[config.mk]
export PLATFORM = sky130hd
export DESIGN_NAME = stream_stats_flat
export DESIGN_NICKNAME = d
export VERILOG_FILES = /design/src/rtl/stream_stats_pkg.sv /design/src/rtl/stream_stats_if.sv /design/src/rtl/stream_stats_cmp.sv /design/src/rtl/stream_stats.sv /design/src/flat_wrapper.sv
export SDC_FILE = /design/constraint.sdc
export NUM_CORES = 1
export LEC_CHECK = 0
export BUFFER_PORTS_ARGS = -buffer_cell sky130_fd_sc_hd__buf_2
export CORE_MARGIN = 8
export CORE_UTILIZATION = 40
export DETAILED_ROUTE_END_ITERATION = 12
export PLACE_DENSITY = 0.58
export SLEW_MARGIN = 5
export SYNTH_ARGS = -nofsm -noshare
export SYNTH_HDL_FRONTEND = slang
export SYNTH_HIERARCHICAL = 1
export SYNTH_SLANG_ARGS = --single-unit
[constraint.sdc]
create_clock -name clk -period 2.23 [get_ports clk]
set_input_delay 0.223 -clock clk [delete_from_list [all_inputs] [get_ports clk]]
set_output_delay 0.223 -clock clk [all_outputs]
set_load 0.05 [all_outputs]
[src/rtl/stream_stats_pkg.sv]
// Shared types and helpers for the per-frame statistics engine.
package stream_stats_pkg;

  typedef enum logic [0:0] {
    ST_IDLE = 1'b0,
    ST_ACC  = 1'b1
  } state_e;

  localparam int unsigned EXT_MAX_W = 64;
  localparam int unsigned EXT_IDX_W = $clog2(EXT_MAX_W);

  // Sign- or zero-extend the low w bits of x to the full helper width.
  function automatic logic [EXT_MAX_W-1:0] ext_w(input logic [EXT_MAX_W-1:0] x,
                                                 input int unsigned          w,
                                                 input bit                   sgn);
    logic [EXT_MAX_W-1:0] keep;
    keep  = (w >= EXT_MAX_W) ? '1 : ((EXT_MAX_W'(1) << w) - EXT_MAX_W'(1));
    ext_w = (sgn && x[EXT_IDX_W'(w - 1)]) ? (x | ~keep) : (x & keep);
  endfunction

endpackage

[src/rtl/stream_stats_if.sv]
// Sample stream in, frame statistics out.
interface stream_stats_if #(
  parameter int unsigned WIDTH     = 8,
  parameter int unsigned FRAME_LEN = 15
);
  localparam int unsigned IDX_W = $clog2(FRAME_LEN);
  localparam int unsigned SUM_W = WIDTH + $clog2(FRAME_LEN);

  logic             in_valid;
  logic [WIDTH-1:0] in_num;
  logic             out_valid;
  logic             out_abort;
  logic [WIDTH-1:0] out_max;
  logic [WIDTH-1:0] out_min;
  logic [IDX_W-1:0] out_max_idx;
  logic [IDX_W-1:0] out_min_idx;
  logic [SUM_W-1:0] out_sum;

  modport master (
    output in_valid, in_num,
    input  out_valid, out_abort, out_max, out_min, out_max_idx, out_min_idx, out_sum
  );

  modport slave (
    input  in_valid, in_num,
    output out_valid, out_abort, out_max, out_min, out_max_idx, out_min_idx, out_sum
  );
endinterface

[src/rtl/stream_stats_cmp.sv]
// Strict greater/less compare of a sample against a running bound.
module stats_cmp #(
  parameter int unsigned WIDTH  = 8,
  parameter bit          SIGNED = 1'b0
) (
  input  logic [WIDTH-1:0] sample,
  input  logic [WIDTH-1:0] bound,
  output logic             gt_c,
  output logic             lt_c
);
  generate
    if (SIGNED) begin : g_signed
      assign gt_c = $signed(sample) > $signed(bound);
      assign lt_c = $signed(sample) < $signed(bound);
    end else begin : g_unsigned
      assign gt_c = sample > bound;
      assign lt_c = sample < bound;
    end
  endgenerate
endmodule

[src/rtl/stream_stats.sv]
// Per-frame max/min/first-index/sum engine over fixed-length sample frames.
module stream_stats
  import stream_stats_pkg::*;
#(
  parameter int unsigned WIDTH     = 8,
  parameter int unsigned FRAME_LEN = 15,
  parameter bit          SIGNED    = 1'b0
) (
  input logic           clk,
  input logic           rst_n,
  stream_stats_if.slave bus
);
  localparam int unsigned      IDX_W    = $clog2(FRAME_LEN);
  localparam int unsigned      SUM_W    = WIDTH + $clog2(FRAME_LEN);
  localparam logic [0:0]       IDLE     = ST_IDLE;
  localparam logic [0:0]       ACC      = ST_ACC;
  localparam logic [IDX_W-1:0] LAST_IDX = IDX_W'(FRAME_LEN - 1);

  logic [0:0]       state, state_nxt;
  logic [IDX_W-1:0] cnt;
  logic [WIDTH-1:0] max_acc, min_acc;
  logic [IDX_W-1:0] max_idx_acc, min_idx_acc;
  logic [SUM_W-1:0] sum_acc;

  logic             seed_c, fold_c, last_c, abort_c;
  logic             max_gt_c, max_lt_c, min_gt_c, min_lt_c;
  logic [SUM_W-1:0] sample_ext_c, sum_fold_c;
  logic             unused_cmp;

  stats_cmp #(.WIDTH(WIDTH), .SIGNED(SIGNED)) u_cmp_max (
    .sample (bus.in_num),
    .bound  (max_acc),
    .gt_c   (max_gt_c),
    .lt_c   (max_lt_c)
  );

  stats_cmp #(.WIDTH(WIDTH), .SIGNED(SIGNED)) u_cmp_min (
    .sample (bus.in_num),
    .bound  (min_acc),
    .gt_c   (min_gt_c),
    .lt_c   (min_lt_c)
  );

  assign unused_cmp   = max_lt_c ^ min_gt_c;
  assign sample_ext_c = SUM_W'(ext_w(EXT_MAX_W'(bus.in_num), WIDTH, SIGNED));
  assign sum_fold_c   = sum_acc + sample_ext_c;

  always_ff @(posedge clk or negedge rst_n) begin
    if (!rst_n) state <= IDLE;
    else        state <= state_nxt;
  end

  // cnt==0 in ACC means the previous frame just closed; a valid sample re-seeds.
  always_comb begin
    state_nxt = state;
    seed_c    = 1'b0;
    fold_c    = 1'b0;
    last_c    = 1'b0;
    abort_c   = 1'b0;
    case (state)
      IDLE: begin
        if (bus.in_valid) begin
          seed_c    = 1'b1;
          state_nxt = ACC;
        end
      end
      ACC: begin
        if (bus.in_valid) begin
          if (cnt == '0) begin
            seed_c = 1'b1;
          end else begin
            fold_c = 1'b1;
            last_c = (cnt == LAST_IDX);
          end
        end else begin
          abort_c   = (cnt != '0);
          state_nxt = IDLE;
        end
      end
      default: state_nxt = IDLE;
    endcase
  end

  // Frame accumulators.
  always_ff @(posedge clk or negedge rst_n) begin
    if (!rst_n) begin
      cnt         <= '0;
      max_acc     <= '0;
      min_acc     <= '0;
      max_idx_acc <= '0;
      min_idx_acc <= '0;
      sum_acc     <= '0;
    end else if (seed_c) begin
      cnt         <= IDX_W'(1);
      max_acc     <= bus.in_num;
      min_acc     <= bus.in_num;
      max_idx_acc <= '0;
      min_idx_acc <= '0;
      sum_acc     <= sample_ext_c;
    end else if (fold_c) begin
      if (max_gt_c) begin
        max_acc     <= bus.in_num;
        max_idx_acc <= cnt;
      end
      if (min_lt_c) begin
        min_acc     <= bus.in_num;
        min_idx_acc <= cnt;
      end
      sum_acc <= sum_fold_c;
      cnt     <= last_c ? '0 : cnt + IDX_W'(1);
    end else if (abort_c) begin
      cnt <= '0;
    end
  end

  // Result registers latch the folded view of the last sample.
  always_ff @(posedge clk or negedge rst_n) begin
    if (!rst_n) begin
      bus.out_valid   <= 1'b0;
      bus.out_abort   <= 1'b0;
      bus.out_max     <= '0;
      bus.out_min     <= '0;
      bus.out_max_idx <= '0;
      bus.out_min_idx <= '0;
      bus.out_sum     <= '0;
    end else begin
      bus.out_valid <= last_c;
      bus.out_abort <= abort_c;
      if (last_c) begin
        bus.out_max     <= max_gt_c ? bus.in_num : max_acc;
        bus.out_max_idx <= max_gt_c ? cnt : max_idx_acc;
        bus.out_min     <= min_lt_c ? bus.in_num : min_acc;
        bus.out_min_idx <= min_lt_c ? cnt : min_idx_acc;
        bus.out_sum     <= sum_fold_c;
      end
    end
  end

endmodule

[src/flat_wrapper.sv]
// flat-port wrapper written by rule: the top's interface ports become plain ports
module stream_stats_flat import stream_stats_pkg::*;
#(
  parameter int unsigned WIDTH     = 8,
  parameter int unsigned FRAME_LEN = 15,
  parameter bit          SIGNED    = 1'b0
)
  (clk, rst_n, bus_in_valid, bus_in_num, bus_out_valid, bus_out_abort, bus_out_max, bus_out_min, bus_out_max_idx, bus_out_min_idx, bus_out_sum);
  stream_stats_if #(.WIDTH(WIDTH), .FRAME_LEN(FRAME_LEN)) bus_i ();
  input logic clk;
  input logic rst_n;
  input wire logic [$bits(bus_i.in_valid)-1:0] bus_in_valid;
  input wire logic [$bits(bus_i.in_num)-1:0] bus_in_num;
  output wire logic [$bits(bus_i.out_valid)-1:0] bus_out_valid;
  output wire logic [$bits(bus_i.out_abort)-1:0] bus_out_abort;
  output wire logic [$bits(bus_i.out_max)-1:0] bus_out_max;
  output wire logic [$bits(bus_i.out_min)-1:0] bus_out_min;
  output wire logic [$bits(bus_i.out_max_idx)-1:0] bus_out_max_idx;
  output wire logic [$bits(bus_i.out_min_idx)-1:0] bus_out_min_idx;
  output wire logic [$bits(bus_i.out_sum)-1:0] bus_out_sum;
  assign bus_i.in_valid = bus_in_valid;
  assign bus_i.in_num = bus_in_num;
  assign bus_out_valid = bus_i.out_valid;
  assign bus_out_abort = bus_i.out_abort;
  assign bus_out_max = bus_i.out_max;
  assign bus_out_min = bus_i.out_min;
  assign bus_out_max_idx = bus_i.out_max_idx;
  assign bus_out_min_idx = bus_i.out_min_idx;
  assign bus_out_sum = bus_i.out_sum;
  stream_stats #(.WIDTH(WIDTH), .FRAME_LEN(FRAME_LEN), .SIGNED(SIGNED)) u_core (.clk(clk), .rst_n(rst_n), .bus(bus_i));
endmodule
==> flow_metrics.py <==
metrics = {
    "synthesis": {
        "ys_warn_count": 6,
        "mappedNetlistArea_um2": 4220,
        "avgSynthCellArea_um2": 10.1,
        "postSynthCellCount": 419,
        "syn_nets": 458,
    },
    "pwr": {
        "pwr-share-clk_pct": 21.4,
        "powerDensity_nw_per_um2": 939,
        "power_switching_uw": 1740,
        "leakagePower_uw": 0.00248,
        "vdd_drop_max_uv": 428,
        "p_sw_share_pct": 37.7,
        "sequentialPowerShare_pct": 39.0,
        "p_int_uw": 2880,
        "p_comb_share_pct": 39.6,
    },
    "route": {
        "viasPerCell": 5.21,
        "highest_layer": "met4",
        "wire_per_inst_um": 15.0,
        "dr.pass1.iters": 4,
        "wl_met1_um": 4480,
        "dr_total_vias": 3245,
        "drtIter0Drc": 146,
        "wirelength_um": 9340,
        "met2_length_um": 4440,
        "wl_met3_um": 312,
        "drc": 0,
        "ant_nets": 0,
    },
    "timing": {
        "setup_tns_ps": 0,
        "whs_ps": 194,
        "fin_skew_ps": 9.77,
        "clock.fmax_mhz": 476,
        "finalSetupViolations": 0,
        "worst_pin_slew_ps": 513,
        "maxSlewHeadroom_pct": 65.8,
        "rsz0062_at_grt": "no",
        "finalHoldViolCount": 0,
        "finalCritPeriodShare_pct": 94.3,
        "finalMaxSlewViolations": 0,
        "fin_crit_ps": 2100,
    },
    "place": {
        "io_buffer_count": 48,
        "hpwl_um": 6940,
        "gp_congestion": 0.847,
    },
    "critical_path": {
        "cp_num_cells": 7,
        "slowest_delay_ps": 400,
        "path_delay_family": "compound AO/OA/AOI/OAI gates",
        "cp.arrival_ps": 2340,
        "worstSetupPathType": "reg2reg",
        "crit_fanout": 3,
        "cp_data_required_time_ps": 2470,
        "cp-end-kind": "flip-flop",
        "r2r_cells": 7,
        "regToRegSetupSlack_ps": 130,
        "cp_cell_sequence": "ha_1, fa_1, a21oi_2, o21ai_1, a311oi_2, nor4_1, a311o_1",
        "critPathSlowestCell": "fa_1",
        "critPathLaunchType": "flip-flop",
        "crit_buf_inv": 0,
    },
    "floorplan": {
        "coreArea_um2": 10300,
        "die_h_um": 119,
        "die_area_um2": 14100,
        "ios": 49,
        "die_w_um": 119,
        "rows": 37,
        "start_util_pct": 41.0,
    },
    "clocking": {
        "cts.clk_slew.worst_paths_ps": 90,
        "insertion_delay_ps": 350,
        "clk_path_buf_depth": 2,
        "htreeDepth": 3,
        "post-cts-setup-buffer-count": 0,
        "clock-root-buffer": "clkbuf_8",
        "cts_tree": "yes",
        "numCtsBuffers": 9,
        "clock_sinks": 79,
    },
    "cells_and_area": {
        "syn2layout_area_growth_pct": 16.6,
        "nNetsFinal": 521,
        "drive_gt1_share_pct": 22.6,
        "diodes": 0,
    },
    "global_route": {
        "overflow": 0,
        "grt_max_degree": 38,
        "grt_pass1_vias": 3341,
        "antenna_found_initial": 0,
        "grt_usage_pct": 13.9,
        "grt_first_pass_wirelength_um": 16300,
    },
    "worst_hold_path": {
        "worstHoldPathType": "in2reg",
        "hold_depth": 2,
    },
    "flow_run": {
        "drv_cap": 0,
    },
    "run_status": {
        "status": "completed",
    },
}
[what timing repair did]
item	4_1_cts	5_1_grt
gates resized for setup	0	2
hold endpoints to repair	35	0
hold buffers	1	0
endpoints found under the setup margin	0	4
[area by class of cell]
class                      instances  area [µm²]
inverter                          26        97.6
clock buffer                       9         124
multi-input combinational        292        2040
timing repair buffer              74         453
fill                            1023        5360
tap                              136         170
clock inverter                     7        57.6
sequential                        79        1980
[power by group through the flow]
| stage | combinational [µW] | sequential, µW | clock (µW) |
|---|---|---|---|
| 6_report | 1830 | 1800 | 987 |
| 4_1_cts | 1830 | 1800 | 1020 |
| 3_3_place_gp | 1790 | 1820 | 0 |
| 3_5_place_dp | 1830 | 1830 | 0 |
| 2_1_floorplan | 1320 | 1810 | 0 |
| 5_1_grt | 2060 | 1830 | 1100 |
[path summary, 6_finish.rpt]
path	start	to
setup / recovery	u_core/sum_acc[0]	u_core/sum_acc[10]
hold / removal	bus_in_valid	u_core/cnt[1]
setup reg to reg	u_core/sum_acc[0]	u_core/sum_acc[10]
hold reg to reg	u_core/bus.out_sum[8]	u_core/bus.out_sum[8]
max in group asynchronous	rst_n	u_core/sum_acc[1]
min in group asynchronous	rst_n	u_core/min_acc[0]
[stage by stage]
stage	instance area (µm²)	util [%]	setup slack (ps)	power, µW	cells
after floorplan	4220	-	23.9	3130	419
after global placement	4720	46.0	38.4	3610	606
after detailed placement	4720	46.0	12.9	3660	606
after CTS	4910	47.8	5.97	4660	623
after global routing	4920	47.9	8.08	4990	623
final	4920	47.9	128	4620	623
[cell usage in the layout (no fill, tap or decap), types with 13 or more instances in the layout]
cell      n
dfrtp_1  79
nand2_1  64
buf_2    47
o21ai_0  36
ha_1     27
inv_1    26
mux2i_1  26
buf_4    25
a21oi_1  23
nor2_1   13
[layer usage]
layer / vias to the layer above / GRT usage (%)
li1: 1615 / -
met1: 1563 / 18.0
met2: 60 / 22.6
met3: 7 / 2.86
met4: 0 / 4.98
met5: - / 0
[worst register-to-register path: stages (launching register included)]
cell and delay (ps):
dfrtp_1 390, ha_1 210, fa_1 400, a21oi_2 150, o21ai_1 140, a311oi_2 310
nor4_1 80, a311o_1 310
[state kept, by name, summed over array words and instances, names as in the netlist]
| name | count |
|---|---|
| u_core/min_acc | 8 |
| u_core/bus.out_sum | 12 |
| u_core/max_idx_acc | 4 |
| u_core/bus.out_valid | 1 |
| u_core/cnt | 4 |
| u_core/bus.out_min | 8 |
| u_core/min_idx_acc | 4 |
| u_core/sum_acc | 12 |
| u_core/bus.out_max_idx | 4 |
| u_core/bus.out_abort | 1 |
| u_core/state | 1 |
| u_core/bus.out_min_idx | 4 |
| u_core/max_acc | 8 |
| u_core/bus.out_max | 8 |
(Power assumes the default switching activity.)
